$ cat config.mk
export PLATFORM = sky130hd
export DESIGN_NAME = lsu_mem_ctrl
export DESIGN_NICKNAME = d
export VERILOG_FILES = /design/src/rtl/lsu_pkg.sv /design/src/rtl/lsu_mem_ctrl.sv
export SDC_FILE = /design/constraint.sdc
export NUM_CORES = 1
export LEC_CHECK = 0
export BUFFER_PORTS_ARGS = -buffer_cell sky130_fd_sc_hd__buf_2
export CAP_MARGIN = 20
export CORE_MARGIN = 1
export CORE_UTILIZATION = 44
export CTS_BUF_LIST = sky130_fd_sc_hd__clkbuf_4 sky130_fd_sc_hd__clkbuf_8
export CTS_CLUSTER_SIZE = 14
export DETAILED_ROUTE_END_ITERATION = 7
export GPL_ROUTABILITY_DRIVEN = 0
export GPL_TIMING_DRIVEN = 0
export PLACE_DENSITY_LB_ADDON = 0.2
export SYNTH_ARGS = -nofsm -noshare
export SYNTH_HDL_FRONTEND = slang
export SYNTH_SLANG_ARGS = --single-unit
$ cat constraint.sdc
create_clock -name clk -period 1.6 [get_ports clk]
set_input_delay 0.24 -clock clk [delete_from_list [all_inputs] [get_ports clk]]
set_output_delay 0.24 -clock clk [all_outputs]
set_load 0.02 [all_outputs]
$ cat src/rtl/lsu_pkg.sv
// Shared types and constants for the load/store memory controller.
package lsu_pkg;

    typedef enum logic [2:0] {
        IDLE,
        SETUP,
        RD_LO,
        RD_HI,
        WRITE,
        RESP
    } lsu_state_e;

    localparam int MEM_BYTES_DEF = 10;

    // {MemSize, MemD}: equal bits let the memory capture addresses, unequal bits make it hold them
    localparam logic [1:0] MODE_BYTE = 2'b00;
    localparam logic [1:0] MODE_HOLD = 2'b10;

endpackage

$ cat src/rtl/lsu_mem_ctrl.sv
// Load/store controller sequencing a byte-addressed data memory (byte/word loads, merge-on-byte-store).
// Optional macro LSU_ALIGN_CHECK_EN rejects word accesses at odd addresses.
//
// state | meaning
// IDLE  | accepting a request; memory holds its captured addresses
// SETUP | present first read/write address to the memory
// RD_LO | read byte at addr (word load also presents addr+1)
// RD_HI | read byte at addr+1
// WRITE | one-cycle two-byte write at addr
// RESP  | one-cycle response pulse
module lsu_mem_ctrl
    import lsu_pkg::*;
#(
    parameter int MEM_BYTES = MEM_BYTES_DEF,
    parameter int ADDR_W    = 16
) (
    input  logic              clk,
    input  logic              rst,
    input  logic              req_valid,
    output logic              req_ready,
    input  logic              req_write,
    input  logic              req_word,
    input  logic              req_signed,
    input  logic [ADDR_W-1:0] req_addr,
    input  logic [15:0]       req_wdata,
    output logic              resp_valid,
    output logic [15:0]       resp_rdata,
    output logic              resp_err,
    output logic              MemRead,
    output logic              MemWrite,
    output logic              MemSize,
    output logic              MemD,
    output logic [ADDR_W-1:0] ReadAddr,
    output logic [ADDR_W-1:0] WriteAddr,
    output logic [15:0]       writeData,
    input  logic [15:0]       readData
);

    localparam logic [ADDR_W:0] LIMIT = (ADDR_W+1)'(MEM_BYTES);
    localparam logic [ADDR_W:0] ONE   = (ADDR_W+1)'(1);

    lsu_state_e  state_q, state_d;
    logic [7:0]  addr_q;
    logic [15:0] wdata_q;
    logic        word_q, write_q, signed_q, err_q;
    logic [7:0]  lo_q, lo_d, hi_q, hi_d;

    logic [ADDR_W:0] addr_ext, addr_nxt;
    logic            range_err, align_err, req_bad;
    logic [7:0]      addr_inc, rd_addr8, wr_addr8;
    logic [1:0]      mode_sel;
    logic [15:0]     rdata;
    logic            unused_rdata_hi;

    assign unused_rdata_hi = ^readData[15:8];

    // Byte stores count as two-byte accesses because the memory always writes addr and addr+1
    assign addr_ext  = {1'b0, req_addr};
    assign addr_nxt  = addr_ext + ONE;
    assign range_err = (addr_ext >= LIMIT) || ((req_word || req_write) && (addr_nxt >= LIMIT));
`ifdef LSU_ALIGN_CHECK_EN
    assign align_err = req_word & req_addr[0];
`else
    assign align_err = 1'b0;
`endif
    assign req_bad   = range_err | align_err;
    assign addr_inc  = addr_q + 8'd1;

    always_comb begin
        if (err_q || write_q)  rdata = 16'h0000;
        else if (word_q)       rdata = {hi_q, lo_q};
        else if (signed_q)     rdata = {{8{lo_q[7]}}, lo_q};
        else                   rdata = {8'h00, lo_q};
    end

    always_comb begin
        state_d    = state_q;
        req_ready  = 1'b0;
        resp_valid = 1'b0;
        resp_err   = 1'b0;
        resp_rdata = 16'h0000;
        MemRead    = 1'b0;
        MemWrite   = 1'b0;
        mode_sel   = MODE_BYTE;
        rd_addr8   = 8'h00;
        wr_addr8   = 8'h00;
        writeData  = 16'h0000;
        unique case (state_q)
            IDLE: begin
                req_ready = 1'b1;
                mode_sel  = MODE_HOLD;
                if (req_valid) state_d = req_bad ? RESP : SETUP;
            end
            SETUP: begin
                rd_addr8 = write_q ? addr_inc : addr_q;
                wr_addr8 = write_q ? addr_q : 8'h00;
                if (!write_q)    state_d = RD_LO;
                else if (word_q) state_d = WRITE;
                else             state_d = RD_HI;
            end
            RD_LO: begin
                MemRead  = 1'b1;
                rd_addr8 = addr_inc;
                state_d  = word_q ? RD_HI : RESP;
            end
            RD_HI: begin
                MemRead  = 1'b1;
                rd_addr8 = addr_inc;
                wr_addr8 = write_q ? addr_q : 8'h00;
                state_d  = write_q ? WRITE : RESP;
            end
            WRITE: begin
                MemWrite  = 1'b1;
                wr_addr8  = addr_q;
                writeData = word_q ? wdata_q : {hi_q, wdata_q[7:0]};
                state_d   = RESP;
            end
            RESP: begin
                mode_sel   = MODE_HOLD;
                resp_valid = 1'b1;
                resp_err   = err_q;
                resp_rdata = rdata;
                state_d    = IDLE;
            end
            default: state_d = IDLE;
        endcase
    end

    assign {MemSize, MemD} = mode_sel;
    assign ReadAddr        = {{(ADDR_W-8){1'b0}}, rd_addr8};
    assign WriteAddr       = {{(ADDR_W-8){1'b0}}, wr_addr8};

    always_comb begin
        lo_d = lo_q;
        hi_d = hi_q;
        if (state_q == RD_LO) lo_d = readData[7:0];
        if (state_q == RD_HI) hi_d = readData[7:0];
    end

    always_ff @(posedge clk or negedge rst) begin
        if (!rst) begin
            state_q  <= IDLE;
            addr_q   <= 8'h00;
            wdata_q  <= 16'h0000;
            word_q   <= 1'b0;
            write_q  <= 1'b0;
            signed_q <= 1'b0;
            err_q    <= 1'b0;
            lo_q     <= 8'h00;
            hi_q     <= 8'h00;
        end else begin
            state_q <= state_d;
            lo_q    <= lo_d;
            hi_q    <= hi_d;
            if (state_q == IDLE && req_valid) begin
                addr_q   <= req_addr[7:0];
                wdata_q  <= req_wdata;
                word_q   <= req_word;
                write_q  <= req_write;
                signed_q <= req_signed;
                err_q    <= req_bad;
            end
        end
    end

endmodule
==> After elaboration in Yosys (flattened, before gate mapping) <==
Cells that the tools add are included.
{ "totals": {"elab_cells": 51, "out_inout_bits": 71, "regBits": 47} }
{ "classes": {"eq_ne": 6, "n_reduce_logical": 9, "order_cmp": 2, "muxes": 23, "n_addsub": 2} }
{ "ops": {"columns": ["operator", "count"], "rows": [
  ["$mux 16", 6],
  ["$pmux 8 s2", 2],
  ["$add 16x1->17 const B", 1],
  ["$ge 17x4->1 const B", 1],
  ["$ge 16x4->1 const B", 1],
  ["$mux 8", 2],
  ["$mux 3", 5],
  ["$pmux 3 s5", 1],
  ["$add 8x1->8 const B", 1],
  ["$eq 3x2->1 const B", 2],
  ["$eq 3x3->1 const B", 2],
  ["$mux 1", 6],
  ["$reduce_or 2->1", 3],
  ["$eq 3x1->1 const B", 1],
  ["$logic_not 3->1", 1],
  ["$logic_or 1x1->1", 3],
  ["$logic_and 1x1->1", 2],
  ["$mux 2", 1],
  ["$ne 2x2->1 const B", 1]
]} }

==> Logic depth before layout (Yosys ltp) <==
Gate-level depths: netlist (run 1).
{ "logic_depth": {"word_depth": 7, "depth_mapped": 6, "ltp_nobuf": 6} }

==> Worst setup path after synthesis (run 1) <==
OpenSTA, ideal clock, no wires.
{ "synth_path": {"kind": "register to output", "start": "register state_q[1]", "end": "output port ReadAddr[2]", "path_stages_with_launch": 5, "arrival_time_ps": 1717, "setup_slack_ps": -357, "cell_sequence": "dfrtp_1 -> or2_2 -> clkbuf_1 -> and3_1 -> nor4_1"} }
{ "synth_between": {"elab_chain_cells": 3, "word_cells_on_any_way": 5} }
{ "synth_lines": {"columns": ["item", "line", "rtl"], "rows": [
  ["start: declaration", "lsu_mem_ctrl.sv:42", "lsu_state_e state_q, state_d;"],
  ["start signal: assignment", "lsu_mem_ctrl.sv:152", "state_q <= state_d;"],
  ["$eq 3x2->1", "lsu_mem_ctrl.sv:88", "unique case (state_q)"],
  ["$reduce_or 2->1 (no source line)", null, null],
  ["$pmux 8 s2 (*)", "lsu_mem_ctrl.sv:88", null],
  ["end: declaration", "lsu_mem_ctrl.sv:33", "output logic [ADDR_W-1:0] ReadAddr,"]
]} }
Every way passes the cells marked *; elsewhere a longest branch is shown, timed or not.

==> Worst setup path in the final report (run 1) <==
{ "layout_path": {"start": "register state_q[1]", "end": "output port ReadAddr[1]"} }
Same word-level chain as after synthesis.

==> results of run 1 <==
[metrics by stage]
step / worst slack, ps / std cells
floorplan: -54.5 / 309
global placement: -407 / 483
detailed placement: -386 / 483
CTS: -327 / 505
global route: -455 / 517
finish: -380 / 517
[metal layers]
layer	track usage	routed length, um
met5	0	0
met4	0.0596	86
met3	0.0467	442
met2	0.396	4200
met1	0.312	3520
[final cells by class]
class                   instances  area, um^2  area share
inverters                      16        63.8      0.0141
multi-input cells             215        1750       0.387
clock buffers                   6        76.3      0.0169
repair buffers                128        1110       0.244
plain buffers                  28         236      0.0523
clock inverters                 2        12.5     0.00277
well taps                      75        93.8      0.0207
flip-flops and latches         47        1180       0.262
[state kept, by name, summed over array words and instances, names as in the netlist]
name      count
wdata_q      16
addr_q        8
hi_q          8
lo_q          8
state_q       3
err_q         1
signed_q      1
word_q        1
write_q       1
[final timing paths]
check | startpoint | endpoint | slack [ps]
setup reg to reg | state_q[1]$_DFFE_PN0P_ | wdata_q[15]$_DFFE_PN0P_ | -270
setup / recovery | state_q[1]$_DFFE_PN0P_ | ReadAddr[1] | -380
hold reg to reg | wdata_q[10]$_DFFE_PN0P_ | wdata_q[10]$_DFFE_PN0P_ | 520
hold / removal | req_addr[5] | addr_q[5]$_DFFE_PN0P_ | 150
min in group asynchronous | rst | wdata_q[5]$_DFFE_PN0P_ | 430
max in group asynchronous | rst | addr_q[1]$_DFFE_PN0P_ | 620
[cells in the mapped netlist, types with 4 or more instances]
| master | n |
|---|---|
| dfrtp_1 | 47 |
| nand2_1 | 41 |
| mux2_2 | 33 |
| buf_4 | 18 |
| nor2_1 | 17 |
| and2_1 | 16 |
| inv_1 | 16 |
| a21oi_1 | 13 |
| and3_1 | 12 |
| o21ai_0 | 12 |
| mux2i_1 | 11 |
| clkbuf_1 | 7 |
| ha_1 | 5 |
| buf_2 | 4 |
| nand3_1 | 4 |
| nor4_1 | 4 |
[kinds of logic (layout without fill, tap and decap cells)]
group	count (synthesis)	after routing	synth area share
flip-flops	47	47	0.422
XOR/XNOR	2	2	0.00628
other	1	17	0.00134
AND/OR/NAND/NOR	109	109	0.200
multiplexers	44	44	0.173
adder cells (fa/ha/maj)	5	5	0.0224
AO/OA/AOI/OAI	38	38	0.0808
buffers and inverters	47	180	0.0947
[report_power, final]
| part | switching [uW] | internal, uW | leakage [uW] |
|---|---|---|---|
| Combinational | 2630 | 2760 | 0.00168 |
| Sequential | 544 | 1800 | 0.000556 |
| Clock | 417 | 323 | 0.0000446 |
| Total | 3590 | 4890 | 0.00228 |
[repair_timing]
item | 4_1_cts | 5_1_grt
setup endpoints to repair | 63 | 90
endpoints found under the hold margin | 0 | 20
resized for setup | 124 | 87
setup buffers | 15 | 9
hold buffers | 0 | 1
pin swaps | 20 | 23
gates cloned | 1 | 3
[worst register-to-register path, cell delays in order (launching register included)]
cell     delay [ps]
dfrtp_2         430
buf_4           140
buf_6           110
buf_6           120
nor3_4          260
and2_4          250
buf_6           150
mux2_4          300
[placed cells by master, fill, tap and decap left out, types with 7 or more instances in the layout]
master / n
and3_1: 7
buf_4: 44
mux2_4: 16
mux2i_1: 11
conb_1: 17
nor2_4: 9
buf_2: 47
and2_4: 16
nand2_1: 32
mux2_2: 17
buf_6: 51
inv_1: 13
dfrtp_1: 41
nor2_1: 8
==> metrics.md, run 1 <==
| Metric | Value |
|---|---|
| Final ANT Viol Nets | `0` |
| Hold crit path type | `input port to flip-flop` |
| Seq/Total Area, Yosys | `0.422` |
| Total GRT Usage | `0.236` |
| Critical Path Slowest Stage Cell | `dfrtp_2` |
| Max cap viols | `0` |
| Layout cell share with drive strength beyond 1 | `0.602` |
| Crit-path most repeated cell | `buf_4` |
| Synth top area share | `0.422` |
| CORE AREA | `about 6000 um^2` |
| CTS buffer count | `5` |
| Async SR Flop Fraction | `1.00` |
| Fmax achieved | `0.505 GHz` |
| Die Width | `approximately 82 um` |
| Post-synth EDFFs | `0` |
| Slew HR | `0.580` |
| Initial Utilization | `0.463` |
| CP startpoint kind | `flip-flop` |
| PortBufs | `99` |
| CP Max Fanout | `7` |
| Critical path depth | `7` |
| Period utilization | `1.24` |
| WP data arrival | `1740 ps` |
| Number of detailed-route iterations in the first pass | `4` |
| Slew Viols, Final | `0` |
| H-tree Lvls | `2` |
| I/O pin count | `125` |
| Synth top area cells | `dfrtp_1 42%, mux2_2 13%, nand2_1 5.5%` |
| RSZ-0062 raised after global routing | `true` |
| Top delay family on crit path | `flip-flops` |
| Post-route minimum period | `1980 ps` |
| Wire length of the first global-routing pass | `11800 um` |
| Via density | `~5` |
| Grt ovf | `0` |
| Syn_area_per_cell | `between 9 and 10 um^2` |
| CP cell instances | `buf_4 -> buf_6 -> or2_4 -> o21ai_1 -> a22oi_1 -> nor2_1 -> buf_4` |
| Clk root buf | `clkbuf_8` |
| Tot Pwr | `8470 uW` |
| Post-synth top area cell | `dfrtp_1` |
| Synth unique cells | `36` |
| Initial antenna violation count | `0` |
| Fillers | `426` |
| R2r worst-path depth | `7` |
| Most used DFF post-synth | `dfrtp_1` |
| Final Hold Violating Endpoints | `0` |
| Synth Warn # | `0` |
| WL/cell | `16.0 um` |
| Post-Syn Area | `2790 um^2` |
| CTS sink count | `47` |
| Clock slew at reported path FFs | `90 ps` |
| Nets | `500` |
| Ant diodes | `0` |
| Vias in the first global route | `about 2500` |
| Vias | `2651` |
| Synth-to-layout area growth | `62.2%` |
| Die Y | `81.6 um` |
| Lkg Pwr | `0.00228 uW` |
| Die ar. | `6660 um^2` |
| Setup Total Neg Slack | `-23380 ps` |
| Placed Area | `3530 um^2` |
| Clock Skew | `5.77 ps` |
| Cell area after layout | `4520 um^2` |
| Peak supply drop | `between 1000 and 1500 uV` |
| Failing checks | `setup timing` |
| Post-DP HPWL | `5110 um` |
| Worst skew pair latency | `300 ps` |
| PwrDens | `1870 nW/um^2` |
| Cells after Synth | `between 200 and 300` |
| WHS Path Cells | `3` |
| Largest net degree at the start of global routing | `48` |
| Buf/Inv on CP | `3` |
| Final Core Density | `0.751` |
| Outcome | `finished, violations left` |
| Number of synthesized register bits | `47` |
| CTS tree | `built` |
| Endpoints failing setup | `slightly above 90` |
| Crit end category | `output port` |
| Iter 0 DRT Violations | `135` |
| Largest stage delay, worst path | `430 ps` |
| WHS | `146 ps` |
| Setup WS post-layout | `-380 ps` |
| CP required | `1360 ps` |
| Worst-Margin Slew | `630 ps` |
| Clk buf depth | `2` |
| Core Rows | `28` |
| Drt drc | `0` |
| Critical path type | `flip-flop to output port` |
| WL final | `8250 um` |
Note: power is estimated with default switching activity, not from simulation.
==> run 2: changes to the inputs <==
--- a/config.mk
+++ b/config.mk
@@ -9,5 +9,5 @@
 export CAP_MARGIN = 20
 export CORE_MARGIN = 1
-export CORE_UTILIZATION = 44
+export CORE_UTILIZATION = 49
 export CTS_BUF_LIST = sky130_fd_sc_hd__clkbuf_4 sky130_fd_sc_hd__clkbuf_8
 export CTS_CLUSTER_SIZE = 14
@@ -15,5 +15,5 @@
 export GPL_ROUTABILITY_DRIVEN = 0
 export GPL_TIMING_DRIVEN = 0
-export PLACE_DENSITY_LB_ADDON = 0.2
+export PLACE_DENSITY_LB_ADDON = 0.15
 export SYNTH_ARGS = -nofsm -noshare
 export SYNTH_HDL_FRONTEND = slang
==> constraint.sdc (replaced) <==
create_clock -name clk -period 2.23 [get_ports clk]
set_input_delay 0.223 -clock clk [delete_from_list [all_inputs] [get_ports clk]]
set_output_delay 0.223 -clock clk [all_outputs]
set_load 0.02 [all_outputs]
==> metrics.md, run 2 (synthesis gave the netlist of run 1 again) <==
| Metric | Value |
|---|---|
| Peak supply drop | `566 uV (was 1440 uV)` |
| Final Hold Violating Endpoints | `0 (unchanged)` |
| Number of detailed-route iterations in the first pass | `4 (unchanged)` |
| Most common cell after layout, fill and taps aside | `buf_2 (was buf_6)` |
| Crit path from | `state_q[1]$_DFFE_PN0P_ (unchanged)` |
| Total GRT Usage | `0.225 (was 0.236)` |
| Tot Pwr | `4700 uW (was 8470 uW)` |
| Clock Skew | `15.5 ps (was 5.77 ps)` |
| I/O pin count | `125 (unchanged)` |
| Nets | `476 (was 500)` |
| WP data arrival | `1860 ps (was 1740 ps)` |
| PwrDens | `1310 nW/um^2 (was 1870 nW/um^2)` |
| Initial antenna violation count | `0 (unchanged)` |
| Layout cell share with drive strength beyond 1 | `0.416 (was 0.602)` |
| WHS | `128 ps (was 146 ps)` |
| Vias | `2445 (was 2651)` |
| Worst skew pair latency | `310 ps (was 300 ps)` |
| Max cap viols | `0 (unchanged)` |
| RSZ-0062 raised after global routing | `false (was true)` |
| Slew Viols, Final | `0 (unchanged)` |
| WL final | `6460 um (was 8250 um)` |
| Fmax achieved | `0.481 GHz` |
| Slew HR | `0.573 (was 0.580)` |
| Setup WS post-layout | `150 ps (was -380 ps)` |
| CTS buffer count | `5 (unchanged)` |
| Largest stage delay, worst path | `440 ps (was 430 ps)` |
| Die Y | `77.4 um (was 81.6 um)` |
| Synth-to-layout area growth | `29.1% (was 62.2%)` |
| Core Rows | `27 (was 28)` |
| H-tree Lvls | `2 (unchanged)` |
| Crit end category | `output port (unchanged)` |
| CTS tree | `built (unchanged)` |
| Clock slew at reported path FFs | `80 ps (was 90 ps)` |
| CP startpoint kind | `flip-flop (unchanged)` |
| Clk root buf | `clkbuf_8 (unchanged)` |
| Setup Total Neg Slack | `0 ps (was -23380 ps)` |
| CTS sink count | `47 (unchanged)` |
| Vias in the first global route | `2315 (was 2451)` |
| Initial Utilization | `0.506 (was 0.463)` |
| Drt drc | `0 (unchanged)` |
| Top delay family on crit path | `simple AND/OR/NAND/NOR gates (was flip-flops)` |
| Grt ovf | `0 (unchanged)` |
| Wire length of the first global-routing pass | `10500 um (was 11800 um)` |
| Die ar. | `6000 um^2 (was 6660 um^2)` |
| Clk buf depth | `2 (unchanged)` |
| Dpl ws | `226 ps (was -386 ps)` |
| Reg2reg end | `wdata_q[9]$_DFFE_PN0P_ (was wdata_q[15]$_DFFE_PN0P_)` |
| WL/cell | `13.2 um (was 16.0 um)` |
| CP endpoint | `resp_rdata[11] (was ReadAddr[1])` |
| Die Width | `77.4 um (was 81.6 um)` |
| CP required | `2010 ps (was 1360 ps)` |
| CP Max Fanout | `8 (was 7)` |
| Post-route minimum period | `2080 ps` |
| Hold crit path type | `input port to flip-flop (unchanged)` |
| Placed cell count | `480 (was 483)` |
| Post-route insts no fill | `490 (was 517)` |
| CORE AREA | `5510 um^2 (was 6030 um^2)` |
| Critical path type | `flip-flop to output port (unchanged)` |
| Lkg Pwr | `0.00199 uW (was 0.00228 uW)` |
| Max reg flops | `16 (unchanged)` |
| Critical path depth | `5 (was 7)` |
| Period utilization | `0.933` |
| Commonest non-fill, non-tap cells in the layout | `103 x buf_2, 45 x dfrtp_1, 41 x nand2_1, 33 x mux2_2, 19 x buf_4 (was 51 x buf_6, 47 x buf_2, 44 x buf_4, 41 x dfrtp_1, 32 x nand2_1)` |
| Largest net degree at the start of global routing | `48 (unchanged)` |
| Iter 0 DRT Violations | `93 (was 135)` |
| Critical Path Slowest Stage Cell | `dfrtp_1 (was dfrtp_2)` |
| Worst-Margin Slew | `641 ps (was 630 ps)` |
| R2R Path Start | `state_q[0]$_DFFE_PN0P_ (was state_q[1]$_DFFE_PN0P_)` |
| Final ANT Viol Nets | `0 (unchanged)` |
| PortBufs | `99 (unchanged)` |
| Endpoints failing setup | `0 (was 91)` |
| Outcome | `complete, no violations (was finished, violations left)` |
| Flop2flop setup slack | `590 ps (was -270 ps)` |
| Buf/Inv on CP | `1 (was 3)` |
| Largest Register | `wdata_q (unchanged)` |
| Post-DP HPWL | `4820 um (was 5110 um)` |
| Ant diodes | `0 (unchanged)` |
| Via density | `4.99 (was 5.13)` |
| CP cell instances | `nand3b_1 -> nor3_4 -> nand2_1 -> a21oi_1 -> buf_2 (was buf_4 -> buf_6 -> or2_4 -> o21ai_1 -> a22oi_1 -> nor2_1 -> buf_4)` |
| R2r worst-path depth | `5 (was 7)` |
-- run 2: stage by stage --
| step | util | instance area [um^2] |
|---|---|---|
| 2_1_floorplan | - | 2850 |
| 3_3_place_gp | 0.624 | 3430 |
| 3_5_place_dp | 0.624 | 3430 |
| 4_1_cts | 0.648 | 3570 |
| 5_1_grt | 0.654 | 3600 |
| 6_report | 0.654 | 3600 |
-- run 2: metal layers --
| metal | up-vias | wire length, um | share of wire | global-route usage |
|---|---|---|---|---|
| li1 | 1207 | - | - | - |
| met1 | 1126 | 3020 | 0.47 | 0.291 |
| met2 | 95 | 2920 | 0.45 | 0.362 |
| met3 | 17 | 362 | 0.056 | 0.0435 |
| met4 | 0 | 157 | 0.024 | 0.106 |
| met5 | - | 0 | 0 | 0 |
-- run 2: cell type report --
cell class / instances / area (um^2)
Inverter: 16 / 60.1
Timing Repair Buffer: 102 / 533
Tap cell: 72 / 90.1
Sequential cell: 47 / 1180
Fill cell: 470 / 1910
Clock inverter: 2 / 38.8
Buffer: 30 / 200
Multi-Input combinational cell: 215 / 1420
Clock buffer: 6 / 82.6
-- run 2: report_power, final --
group	switching (uW)	internal, uW	leakage (uW)
sequential	391	1280	0.000561
combinational	1340	1020	0.00136
clock	301	369	0.0000618
total	2030	2670	0.00199
-- run 2: timing repair --
action                                  CTS  global route
hold endpoints to repair                  0            14
endpoints found under the setup margin   23            18
hold buffers                              0             1
pin swaps                                 1             0
resized for setup                         1             3
buffers inserted                          1             0
-- run 2: how the worst min path moves through the flow --
stage / startpoint / to / slack (ps) / depth (start not counted)
after detailed placement: req_addr[7] / addr_q[7]$_DFFE_PN0P_ / 430 / 3
after global placement: req_addr[7] / addr_q[7]$_DFFE_PN0P_ / 430 / 3
after floorplan: rst / addr_q[0]$_DFFE_PN0P_ / -70 / 0
after CTS: req_addr[7] / addr_q[7]$_DFFE_PN0P_ / 120 / 3
final: req_addr[7] / addr_q[7]$_DFFE_PN0P_ / 130 / 3
after global routing: req_wdata[4] / wdata_q[4]$_DFFE_PN0P_ / 140 / 2
-- run 2: worst min-delay path, delay by kind of cell --
family / cells / cell delay, ps
buffers and inverters: 1 / 90
AND/OR/NAND/NOR: 2 / 90
